--- config.mk ---
export PLATFORM = sky130hd
export DESIGN_NAME = present80_encrypt_iter_flat
export DESIGN_NICKNAME = d
export VERILOG_FILES = /design/src/rtl/present80_encrypt_iter_pkg.sv /design/src/rtl/present80_encrypt_iter_if.sv /design/src/rtl/present_round_logic.sv /design/src/rtl/present80_encrypt_iter.sv /design/src/flat_wrapper.sv
export SDC_FILE = /design/constraint.sdc
export NUM_CORES = 1
export LEC_CHECK = 0
export ABC_CLOCK_PERIOD_IN_PS = 4040
export BUFFER_PORTS_ARGS = -buffer_cell sky130_fd_sc_hd__buf_2
export CORE_UTILIZATION = 48
export DETAILED_ROUTE_END_ITERATION = 10
export HOLD_SLACK_MARGIN = 0.1
export PLACE_DENSITY = 0.7
export REMOVE_ABC_BUFFERS = 1
export SYNTH_ARGS = -nofsm -noshare
export SYNTH_HDL_FRONTEND = slang
export SYNTH_SLANG_ARGS = --single-unit
--- constraint.sdc ---
create_clock -name clk -period 4.04 [get_ports clk]
set_input_delay 0.808 -clock clk [delete_from_list [all_inputs] [get_ports clk]]
set_output_delay 0.808 -clock clk [all_outputs]
set_load 0.1 [all_outputs]
--- src/rtl/present80_encrypt_iter_pkg.sv ---
// Shared PRESENT-80 constants and datapath helpers: S-box, bit permutation, key schedule.
package present_pkg;

    localparam int N_B  = 64;
    localparam int N_K  = 80;
    localparam int N_R  = 31;
    localparam int RC_W = 5;

    // S-box packed with entry 0 in the least significant nibble
    localparam logic [63:0] SBOX_TABLE = 64'h2174_8FE3_DA09_B65C;

    typedef enum logic [1:0] {
        IDLE = 2'd0,
        RUN  = 2'd1,
        DONE = 2'd2
    } state_t;

    function automatic logic [3:0] sbox4(input logic [3:0] x);
        return SBOX_TABLE[{x, 2'b00} +: 4];
    endfunction

    function automatic logic [N_B-1:0] player64(input logic [N_B-1:0] s);
        logic [N_B-1:0] p;
        p = '0;
        for (int i = 0; i < 63; i++) begin
            p[(16 * i) % 63] = s[i];
        end
        p[63] = s[63];
        return p;
    endfunction

    function automatic logic [N_K-1:0] key_schedule80(input logic [N_K-1:0] key,
                                                      input logic [RC_W-1:0] i);
        logic [N_K-1:0] t;
        t          = {key[18:0], key[79:19]};
        t[79:76]   = sbox4(t[79:76]);
        t[19:15]   = t[19:15] ^ i;
        return t;
    endfunction

endpackage

--- src/rtl/present80_encrypt_iter_if.sv ---
// Host-side request/acknowledge bus for the PRESENT-80 core.
interface present80_encrypt_iter_if;
    // 4-phase handshake: host raises req with k/m valid and holds it until ack=1;
    // c is valid and stable while ack=1; ack drops on the edge that samples req=0.
    logic [79:0] k;
    logic [63:0] m;
    logic [63:0] c;
    logic        req;
    logic        ack;

    modport master (output k, m, req, input c, ack);
    modport slave  (input k, m, req, output c, ack);
endinterface

--- src/rtl/present_round_logic.sv ---
// One full PRESENT round: add round key, 16 parallel S-boxes, bit permutation.
module present_round_logic
    import present_pkg::*;
(
    input  logic [N_B-1:0] s,
    input  logic [N_K-1:0] key,
    output logic [N_B-1:0] y
);
    logic [N_B-1:0] x;
    logic [N_B-1:0] sb;

    assign x = s ^ key[79:16];

    always_comb begin
        sb = '0;
        for (int i = 0; i < 16; i++) begin
            sb[4*i +: 4] = sbox4(x[4*i +: 4]);
        end
    end

    assign y = player64(sb);
endmodule

--- src/rtl/present80_encrypt_iter.sv ---
// Iterative PRESENT-80 encryptor: load cycle plus 31 round cycles, result held until req drops.
module present80_encrypt_iter
    import present_pkg::*;
(
    input  logic                    clk,
    input  logic                    rst_n,
    present80_encrypt_iter_if.slave bus,
    output state_t                  fsm_state
);
    state_t          state;
    state_t          state_next;
    logic [N_B-1:0]  st;
    logic [N_B-1:0]  c_q;
    logic [N_B-1:0]  round_out;
    logic [N_K-1:0]  rk;
    logic [N_K-1:0]  rk_next;
    logic [RC_W-1:0] rc;
    logic            ack_q;
    logic            load;
    logic            last;
    logic            release_ack;

    present_round_logic u_round (.s(st), .key(rk), .y(round_out));

    assign rk_next = key_schedule80(rk, rc);

    always_ff @(posedge clk or negedge rst_n) begin
        if (!rst_n) state <= IDLE;
        else        state <= state_next;
    end

    always_comb begin
        state_next = state;
        case (state)
            IDLE:    if (load)        state_next = RUN;
            RUN:     if (last)        state_next = DONE;
            DONE:    if (release_ack) state_next = IDLE;
            default:                  state_next = IDLE;
        endcase
    end

    always_comb begin
        load        = 1'b0;
        last        = 1'b0;
        release_ack = 1'b0;
        case (state)
            IDLE:    load        = bus.req && !ack_q;
            RUN:     last        = (rc == RC_W'(N_R));
            DONE:    release_ack = !bus.req;
            default: ;
        endcase
    end

    // rc holds at 31 on the final edge so it never wraps inside RUN
    always_ff @(posedge clk or negedge rst_n) begin
        if (!rst_n) begin
            st    <= '0;
            rk    <= '0;
            rc    <= '0;
            c_q   <= '0;
            ack_q <= 1'b0;
        end else begin
            if (load) begin
                st <= bus.m;
                rk <= bus.k;
                rc <= RC_W'(1);
            end else if (state == RUN) begin
                st <= round_out;
                rk <= rk_next;
                if (last) begin
                    c_q   <= round_out ^ rk_next[79:16];
                    ack_q <= 1'b1;
                end else begin
                    rc <= rc + RC_W'(1);
                end
            end
            if (release_ack) ack_q <= 1'b0;
        end
    end

    assign bus.c     = c_q;
    assign bus.ack   = ack_q;
    assign fsm_state = state;
endmodule

--- src/flat_wrapper.sv ---
// flat-port wrapper written by rule: the top's interface ports become plain ports
module present80_encrypt_iter_flat import present_pkg::*;
  (clk, rst_n, fsm_state, bus_k, bus_m, bus_req, bus_c, bus_ack);
  present80_encrypt_iter_if bus_i ();
  input  logic clk;
  input  logic rst_n;
  output state_t fsm_state;
  input wire logic [$bits(bus_i.k)-1:0] bus_k;
  input wire logic [$bits(bus_i.m)-1:0] bus_m;
  input wire logic [$bits(bus_i.req)-1:0] bus_req;
  output wire logic [$bits(bus_i.c)-1:0] bus_c;
  output wire logic [$bits(bus_i.ack)-1:0] bus_ack;
  assign bus_i.k = bus_k;
  assign bus_i.m = bus_m;
  assign bus_i.req = bus_req;
  assign bus_c = bus_i.c;
  assign bus_ack = bus_i.ack;
  present80_encrypt_iter u_core (.clk(clk), .rst_n(rst_n), .bus(bus_i), .fsm_state(fsm_state));
endmodule
Word level (Yosys, flattened, before mapping)
Index checks and enable logic that the tools add are counted.

operators by class
  add/subtract/negate cells = 1
  equality and inequality tests = 8
  shifts and indexed selects = 17
  muxes and demuxes = 18
  bitwise operators = 4
  reduce and logical (&&, ||, !) cells = 11

operators by type and width
  operator                                                                     count
  64-bit by 7-bit indexed part select with 4-bit output, first input constant  17
  80-bit 2-to-1 mux                                                            2
  64-bit 2-to-1 mux                                                            2
  64-bit XOR                                                                   2
  5-bit 2-to-1 mux                                                             3
  3-bit AND reduction                                                          3
  2-bit by 1-bit != test with 1-bit output, second input constant              4
  1-bit 2-to-1 mux                                                             7
  2-bit 2-to-1 mux                                                             3
  2-bit one-hot mux with 3 select lines                                        1
  2-bit nonzero test                                                           3
  5-bit by 1-bit adder with 5-bit output, second input constant                1
  5-bit == test, second input constant                                         1
  5-bit XOR                                                                    1
  2-bit by 1-bit == test with 1-bit output, second input constant              1
  2-bit == test, second input constant                                         1
  1-bit zero test                                                              2
  2-bit zero test                                                              1
  2-bit != test, second input constant                                         1
  2-bit AND reduction                                                          1
  1-bit logical AND                                                            1
  1-bit inverter                                                               1

storage, ports and cells
  register bits after elaboration = 216
  bits of input ports = 147
  output and inout port bits = 67
  word-level logic and storage cells = 65

Logic depth before layout (Yosys ltp)
Gate-level depths: netlist of run 1.

  depth in word-level cells = 6
  depth in mapped cells = 9
  depth with buffers taken out = 8

By module
From an unflattened synthesis of run 1, not the netlist that was laid out.

second synthesis, totals
  cells, all modules = 1293
  area total of the unflattened synthesis = 12698.4 um^2

modules (own cells, without submodules)
  module                  times used  cells each  area an instance (um^2)  sequential area each (um^2)
  present80_encrypt_iter  1           954         9390.3                   5405.2
  present_round_logic     1           339         3308.2                   0.0

Least setup slack after synthesis of run 1
OpenSTA, ideal clock, no wires.

  path kind = flip-flop to flip-flop
  start = reg u_core.state[0] (netlist: u_core.fsm_state[0])
  end = reg u_core.c_q[58] (netlist: u_core.bus.c[58])
  library setup time = 137 ps
  arrival time = 2105 ps
  data required time = 3903 ps
  slack = 1798 ps
  stages on the path, launching flop included = 9
  path buffers = 3
  clock period less this slack = 2242 ps
  cell sequence = dfrtp_1 -> inv_1 -> nor2_2 -> nand2_1 -> buf_2 -> clkbuf_1 -> buf_2 -> nand2_1 -> o21ai_0

between the ends
  word-level cells in the longest chain between the ends = 4
  elaborated cells between the ends (all ways) = 6
  those cells by class = 1 x eq/ne; 2 x mux; 1 x bitwise; 2 x reduce/logical

ends and longest elaborated chain
  element                          line                          source
  from (decl)                      present80_encrypt_iter.sv:10  state_t state;
  from (signal assigned)           present80_encrypt_iter.sv:29  else state <= state_next;
  2-bit zero test                  present80_encrypt_iter.sv:46  case (state)
  1-bit 2-to-1 mux                 present80_encrypt_iter.sv:46
  1-bit inverter (no line)         n/a
  3-bit AND reduction (no line) *  n/a
  to (signal assigned)             present80_encrypt_iter.sv:71  c_q <= round_out ^ rk_next[79:16];
  to (decl)                        present80_encrypt_iter.sv:13  logic [N_B-1:0] c_q;

Mark *: on every way between the ends. The rest lies on a longest branch, timed or not.
A chain may end at the register's enable or synchronous reset.

Worst setup path in the final report of run 1
  start = reg u_core.state[1] (netlist: u_core.fsm_state[1])
  end = out fsm_state[1]

RTL lines
  element    line               source
  to (decl)  flat_wrapper.sv:7  output state_t fsm_state;

No word-level cell between the ends.

==> flow_metrics.py, run 1 <==
metrics = {
    "worst_setup_path": {
        "worstPathRequired_ps": 3230,
        "critPathLaunchType": "register",
        "crit_arrival_ps": 1800,
        "critical_path_buf_inv_count": 1,
        "crit_type": "reg -> out",
        "worstPathMaxFanout": 15,
        "slowest_stage": "dfrtp_1",
        "crit_path_max_incr_delay_ps": 730,
        "cp_top_family": "flip-flops",
        "end_kind": "output port",
        "crit_chain": "buf_2",
    },
    "global_routing": {
        "antenna_found_initial": 0,
        "use_met2_pct": 42.5,
        "top_usage_layer": "met2",
        "track_usage_pct": 26.4,
        "grt_max_degree": 141,
        "overflow": 0,
        "globalRouteMet1Util_pct": 36.6,
        "grt_pass1_vias": 9702,
        "met3_usage_pct": 3.73,
        "grt_pass1_wl_um": 54000,
    },
    "sta": {
        "holdWs_ps": 261,
        "rsz0062_at_grt": "no",
        "worst_slew_margin_rel_pct": 26.0,
        "min_period_ps": 2610,
        "slew_viol_final": 0,
        "worst_pin_slew_ps": 1110,
        "skew_ps": 11.1,
        "fin_crit_sh_pct": 64.6,
        "setup_viol": 0,
        "hold_violations": 0,
        "max_freq_mhz": 383,
        "tns_ps": 0,
    },
    "synthesis": {
        "synth.area.top_cells": "dfrtp_1, ha_1, a22oi_1, nand2_1, xor2_1",
        "synth_edf_count": 0,
        "ys_async_sr_fraction_pct": 100,
        "yosysSeqAreaShare_pct": 43.2,
        "synth_cell_type_count": 34,
        "synth_top_area_cell": "dfrtp_1",
        "synth_top_area_share_pct": 43.2,
        "synth-seq-cells": 216,
        "synth_ff_type": "dfrtp_1",
        "synth_warnings": 0,
        "syn-cell-area_um2": 12500,
        "avgSynthCellArea_um2": 10.0,
        "synthCells": 1251,
    },
    "pwr": {
        "p_leak_nw": 7.47,
        "p_int_mw": 4.12,
        "combPwrFrac_pct": 13.6,
        "pwr-share-clk_pct": 45.1,
        "switchingPower_mw": 1.42,
        "swShare_pct": 25.6,
        "seqPwrFrac_pct": 41.3,
        "peakVddDrop_mv": 0.284,
        "power_density_nw_per_um2": 375,
    },
    "place": {
        "portBuffers": 213,
        "gp_congestion": 0.857,
        "dp_hpwl_um": 24900,
        "dpl.cell_count": 1740,
    },
    "cts": {
        "htree_levels": 1,
        "cts.path.max_buffers": 3,
        "clk_pin_slew_worst_paths_ps": 60,
        "postCtsHoldBufs": 0,
        "cts_tree": "built",
        "clkSinkCount": 216,
        "numCtsBuffers": 24,
        "post-cts-setup-buffers": 0,
        "clkLatencyLatePin_ps": 520,
        "cts_resized": 0,
        "root_buffer": "clkbuf_16",
    },
    "drt": {
        "dr_total_vias": 9930,
        "vias_per_cell": 5.57,
        "wire_per_inst_um": 19.6,
        "antenna_left": 0,
        "drtIter0Drc": 881,
        "drcViolationCount": 0,
        "drt_wl_total_um": 35000,
        "first_pass_iters": 5,
    },
    "finish": {
        "syn_to_final_growth_pct": 18.2,
        "multi_input_area_um2": 6630,
        "ff_latch_area_um2": 5410,
        "drive_gt1_share_pct": 21.0,
        "fin_nets": 1670,
        "layout_common_cells": "nand2_1, dfrtp_1, buf_2",
        "final_common_cell": "nand2_1",
        "n_fill_cell": 2240,
        "finalNonFillerCells": 1784,
        "n_antenna_cell": 0,
    },
    "die": {
        "start_util_pct": 49.3,
        "die_y_um": 163,
        "fp.dieW_um": 163,
        "num_rows": 58,
        "die-area_um2": 26700,
        "pin_count": 214,
        "core_um2": 25400,
    },
    "outcome": {
        "status": "complete, no violations",
    },
    "run": {
        "drv_cap": 0,
    },
    "hold_path": {
        "worstHoldPathType": "in -> async",
    },
}
-- cell usage after synthesis, types with 2 or more instances --
cell type,count
o221ai_1,4
o21ai_0,76
dfrtp_1,216
xnor2_2,2
a221o_1,22
buf_2,27
mux2_2,2
a21oi_1,32
mux2i_1,55
o21ai_1,26
clkbuf_1,36
mux4_2,17
xnor2_1,64
ha_1,87
nor2_1,43
nand2_1,246
o22a_1,2
inv_1,62
nand2b_1,2
xor2_2,15
nor3_1,14
xor2_1,67
a22oi_1,123
-- sequential cells by signal, indices dropped and copies added (netlist names) --
| register | count |
|---|---|
| u_core.rk | 80 |
| u_core.bus.c | 64 |
| u_core.st | 64 |
| u_core.rc | 5 |
| u_core.fsm_state | 2 |
| u_core.bus.ack | 1 |
-- layer usage --
metal	share of wire (%)	vias up	wire, µm
met5	0	-	0
met2	47	341	16400
met4	2.7	0	952
li1	-	4657	-
met1	44	4878	15300
met3	6.6	54	2320
-- cell families after synthesis --
group,Yosys count,synth area share [%]
simple gates,310,9.61
compound gates,289,15.2
flops,216,43.2
xor+xnor,148,11.4
buf+inv,126,4.05
fa+ha+maj,87,8.70
mux,75,7.85
-- power by group through the flow --
stage | logic (mW) | registers, mW | clock network [mW]
2_1_floorplan | 0.453 | 2.30 | 0
3_3_place_gp | 0.734 | 2.32 | 0
3_5_place_dp | 0.748 | 2.33 | 0
4_1_cts | 0.755 | 2.29 | 2.53
5_1_grt | 0.823 | 2.29 | 2.61
6_report | 0.751 | 2.29 | 2.50
-- final cells by class --
type / count / area share, %
sequential: 216 / 36.5
multi-input combinational: 909 / 44.8
tap: 330 / 2.79
clock buffer: 38 / 5.10
timing repair buffer: 223 / 8.12
clock inverter: 6 / 1.07
inverter: 62 / 1.57
-- final timing paths --
| check | depth (start not counted) | from | endpoint | slack [ps] |
|---|---|---|---|---|
| setup reg to reg | 4 | u_core.fsm_state[1] | u_core.st[9] | 1520 |
| max in group asynchronous | 2 | rst_n | u_core.bus.c[55] | 2790 |
| hold / removal | 1 | rst_n | u_core.st[43] | 260 |
| min in group clk | 2 | u_core.bus.c[53] | u_core.bus.c[53] | 480 |
| setup / recovery | 1 | u_core.fsm_state[1] | fsm_state[1] | 1430 |
| hold reg to reg | 2 | u_core.bus.c[53] | u_core.bus.c[53] | 480 |
-- metrics by stage --
stage	cell area [µm²]	worst slack (ps)	utilization (%)	power, mW
6_report	14800	1430	58.2	5.54
5_1_grt	14800	1370	58.2	5.73
4_1_cts	14800	1430	58.2	5.57
3_5_place_dp	13900	1390	54.6	3.07
3_3_place_gp	13900	1480	54.6	3.06
2_1_floorplan	12200	-7550	-	2.76
Power figures use the tool's default switching activity.
==> run 2, diff against run 1 <==
- ABC_CLOCK_PERIOD_IN_PS: 4040 -> 2300
- PLACE_DENSITY: 0.7 -> 0.73
- clock period: 4.04 -> 2.3 ns (I/O delays scaled with it)
==> run 2 against run 1 <==
Register-to-register slack worse by 1400 ps. Utilization is 1.9 points higher. Clock-buffer cell count is 6 lower. Clock power is 73% higher. Via count is 3.2% higher. Die area stayed put. Final area is 3.2% higher. Sequential share of layout area is 1.1 points lower. First-iteration DRC count is 10% higher. Wire length is 2.7% higher. Combinational power is 86% higher. Flip-flop and latch count stayed put. Critical endpoint is now u_core.bus.c[54]. Largest cell class unchanged. Largest power group unchanged.
==> flow_metrics.py, run 2 (synthesis gave the netlist of run 1 again) <==
metrics = {
    "outcome": {
        "status": "complete, no violations",
    },
    "die": {
        "die_y_um": 163,
        "core_um2": 25400,
        "die-area_um2": 26700,
        "start_util_pct": 49.3,
        "num_rows": 58,
        "fp.dieW_um": 163,
        "pin_count": 214,
    },
    "sta": {
        "min_period_ps": 2180,
        "setup_viol": 0,
        "max_freq_mhz": 458,
        "hold_violations": 0,
        "holdWs_ps": 147,
        "worst_slew_margin_rel_pct": 31.7,
        "rsz0062_at_grt": "no",
        "worst_pin_slew_ps": 1020,
        "fin_crit_sh_pct": 94.9,
        "slew_viol_final": 0,
        "skew_ps": 13.0,
    },
    "drt": {
        "wire_per_inst_um": 19.6,
        "drt_wl_total_um": 35900,
        "vias_per_cell": 5.59,
        "drtIter0Drc": 969,
        "antenna_left": 0,
        "first_pass_iters": 5,
        "dr_total_vias": 10244,
        "drcViolationCount": 0,
    },
    "finish": {
        "postLayoutCellArea_um2": 15300,
        "fin_nets": 1717,
        "drive_gt1_share_pct": 24.4,
        "largest-register": "u_core.rk",
        "syn_to_final_growth_pct": 22.0,
        "n_fill_cell": 2142,
        "largest_register_ffs": 80,
        "layout_common_cells": "nand2_1, dfrtp_1, buf_2",
        "final_common_cell": "nand2_1",
    },
    "cts": {
        "clkSinkCount": 216,
        "cts.path.max_buffers": 3,
        "clkLatencyLatePin_ps": 530,
        "clk_pin_slew_worst_paths_ps": 60,
        "cts_tree": "built",
        "numCtsBuffers": 25,
        "root_buffer": "clkbuf_16",
        "htree_levels": 1,
        "post-cts-setup-buffers": 0,
    },
    "pwr": {
        "p_leak_nw": 7.78,
        "peakVddDrop_mv": 0.490,
        "power_density_nw_per_um2": 639,
        "power_mw": 9.75,
    },
    "place": {
        "gp_congestion": 0.830,
        "portBuffers": 213,
        "dp_hpwl_um": 26100,
        "dpl_cell_area_um2": 14300,
    },
    "hold_path": {
        "worst_hold_startpoint": "bus_k[43]",
        "worstHoldPathType": "in -> reg",
    },
    "global_routing": {
        "grt_pass1_wl_um": 55700,
        "antenna_found_initial": 4,
        "track_usage_pct": 27.2,
        "grt_pass1_vias": 10120,
        "overflow": 0,
        "grt_max_degree": 141,
    },
    "worst_setup_path": {
        "crit_arrival_ps": 2580,
        "timing.rr.start": "u_core.rk[41]",
        "end_kind": "register",
        "worstPathMaxFanout": 5,
        "cp-startpoint": "u_core.rk[41]",
        "critPathLaunchType": "register",
        "crit_type": "reg -> reg",
        "worstPathRequired_ps": 2690,
    },
    "run": {
        "drv_cap": 0,
    },
}
==> run 2: final cells by class <==
class / count / area, µm² / area share [%]
clock inverter: 14 / 189 / 1.24
timing repair buffer: 269 / 1600 / 10.5
antenna: 1 / 2.50 / 0.0164
clock buffer: 32 / 712 / 4.66
multi-input combinational: 909 / 6710 / 44.0
tap: 330 / 413 / 2.71
sequential: 216 / 5410 / 35.4
inverter: 62 / 233 / 1.52
==> run 2: report_power, final <==
group | switching [mW] | leakage, nW | internal (mW)
Clock | 1.68 | 0.438 | 2.64
Sequential | 0.129 | 2.64 | 3.89
Combinational | 0.769 | 4.70 | 0.631
==> run 2: worst paths after layout <==
check	endpoint	slack [ps]	depth (start not counted)
min reg2reg	u_core.bus.c[31]	480	2
min in group asynchronous	u_core.bus.c[7]	460	2
max reg2reg	u_core.bus.c[54]	120	8
min	u_core.rk[43]	150	3
max	u_core.bus.c[54]	120	8
max in group asynchronous	u_core.st[10]	1170	3
==> run 2: per-stage QoR <==
step | setup slack (ps) | utilization (%) | cells | setup TNS (ps)
2_1_floorplan | -9290 | - | 1187 | -1494880
3_3_place_gp | 112 | 56.2 | 1785 | 0
3_5_place_dp | 33.6 | 56.2 | 1785 | 0
4_1_cts | 45.9 | 59.8 | 1832 | 0
5_1_grt | 1.24 | 60.1 | 1833 | 0
6_report | 117 | 60.1 | 1833 | 0
==> run 2: critical path, cell delays in order, from the launching register on <==
cell     delay [ps]
dfrtp_1         420
xnor2_1         420
inv_1           140
ha_1            350
mux2i_1          90
a21oi_1         190
buf_4           180
xor2_1          170
o21ai_0          90
==> run 2: repair_timing <==
item                                   CTS  global route
resized for setup                        0            11
setup endpoints to repair                0            23
hold buffers                             1             0
endpoints found under the hold margin   51             0
==> run 2: metal layers <==
metal | up-vias | track usage (%) | wire length, µm
met1 | 5058 | 36.6 | 15300
li1 | 4754 | - | -
met3 | 65 | 4.39 | 2160
met2 | 361 | 44.6 | 17300
met4 | 6 | 9.39 | 1160
met5 | - | 0 | 35
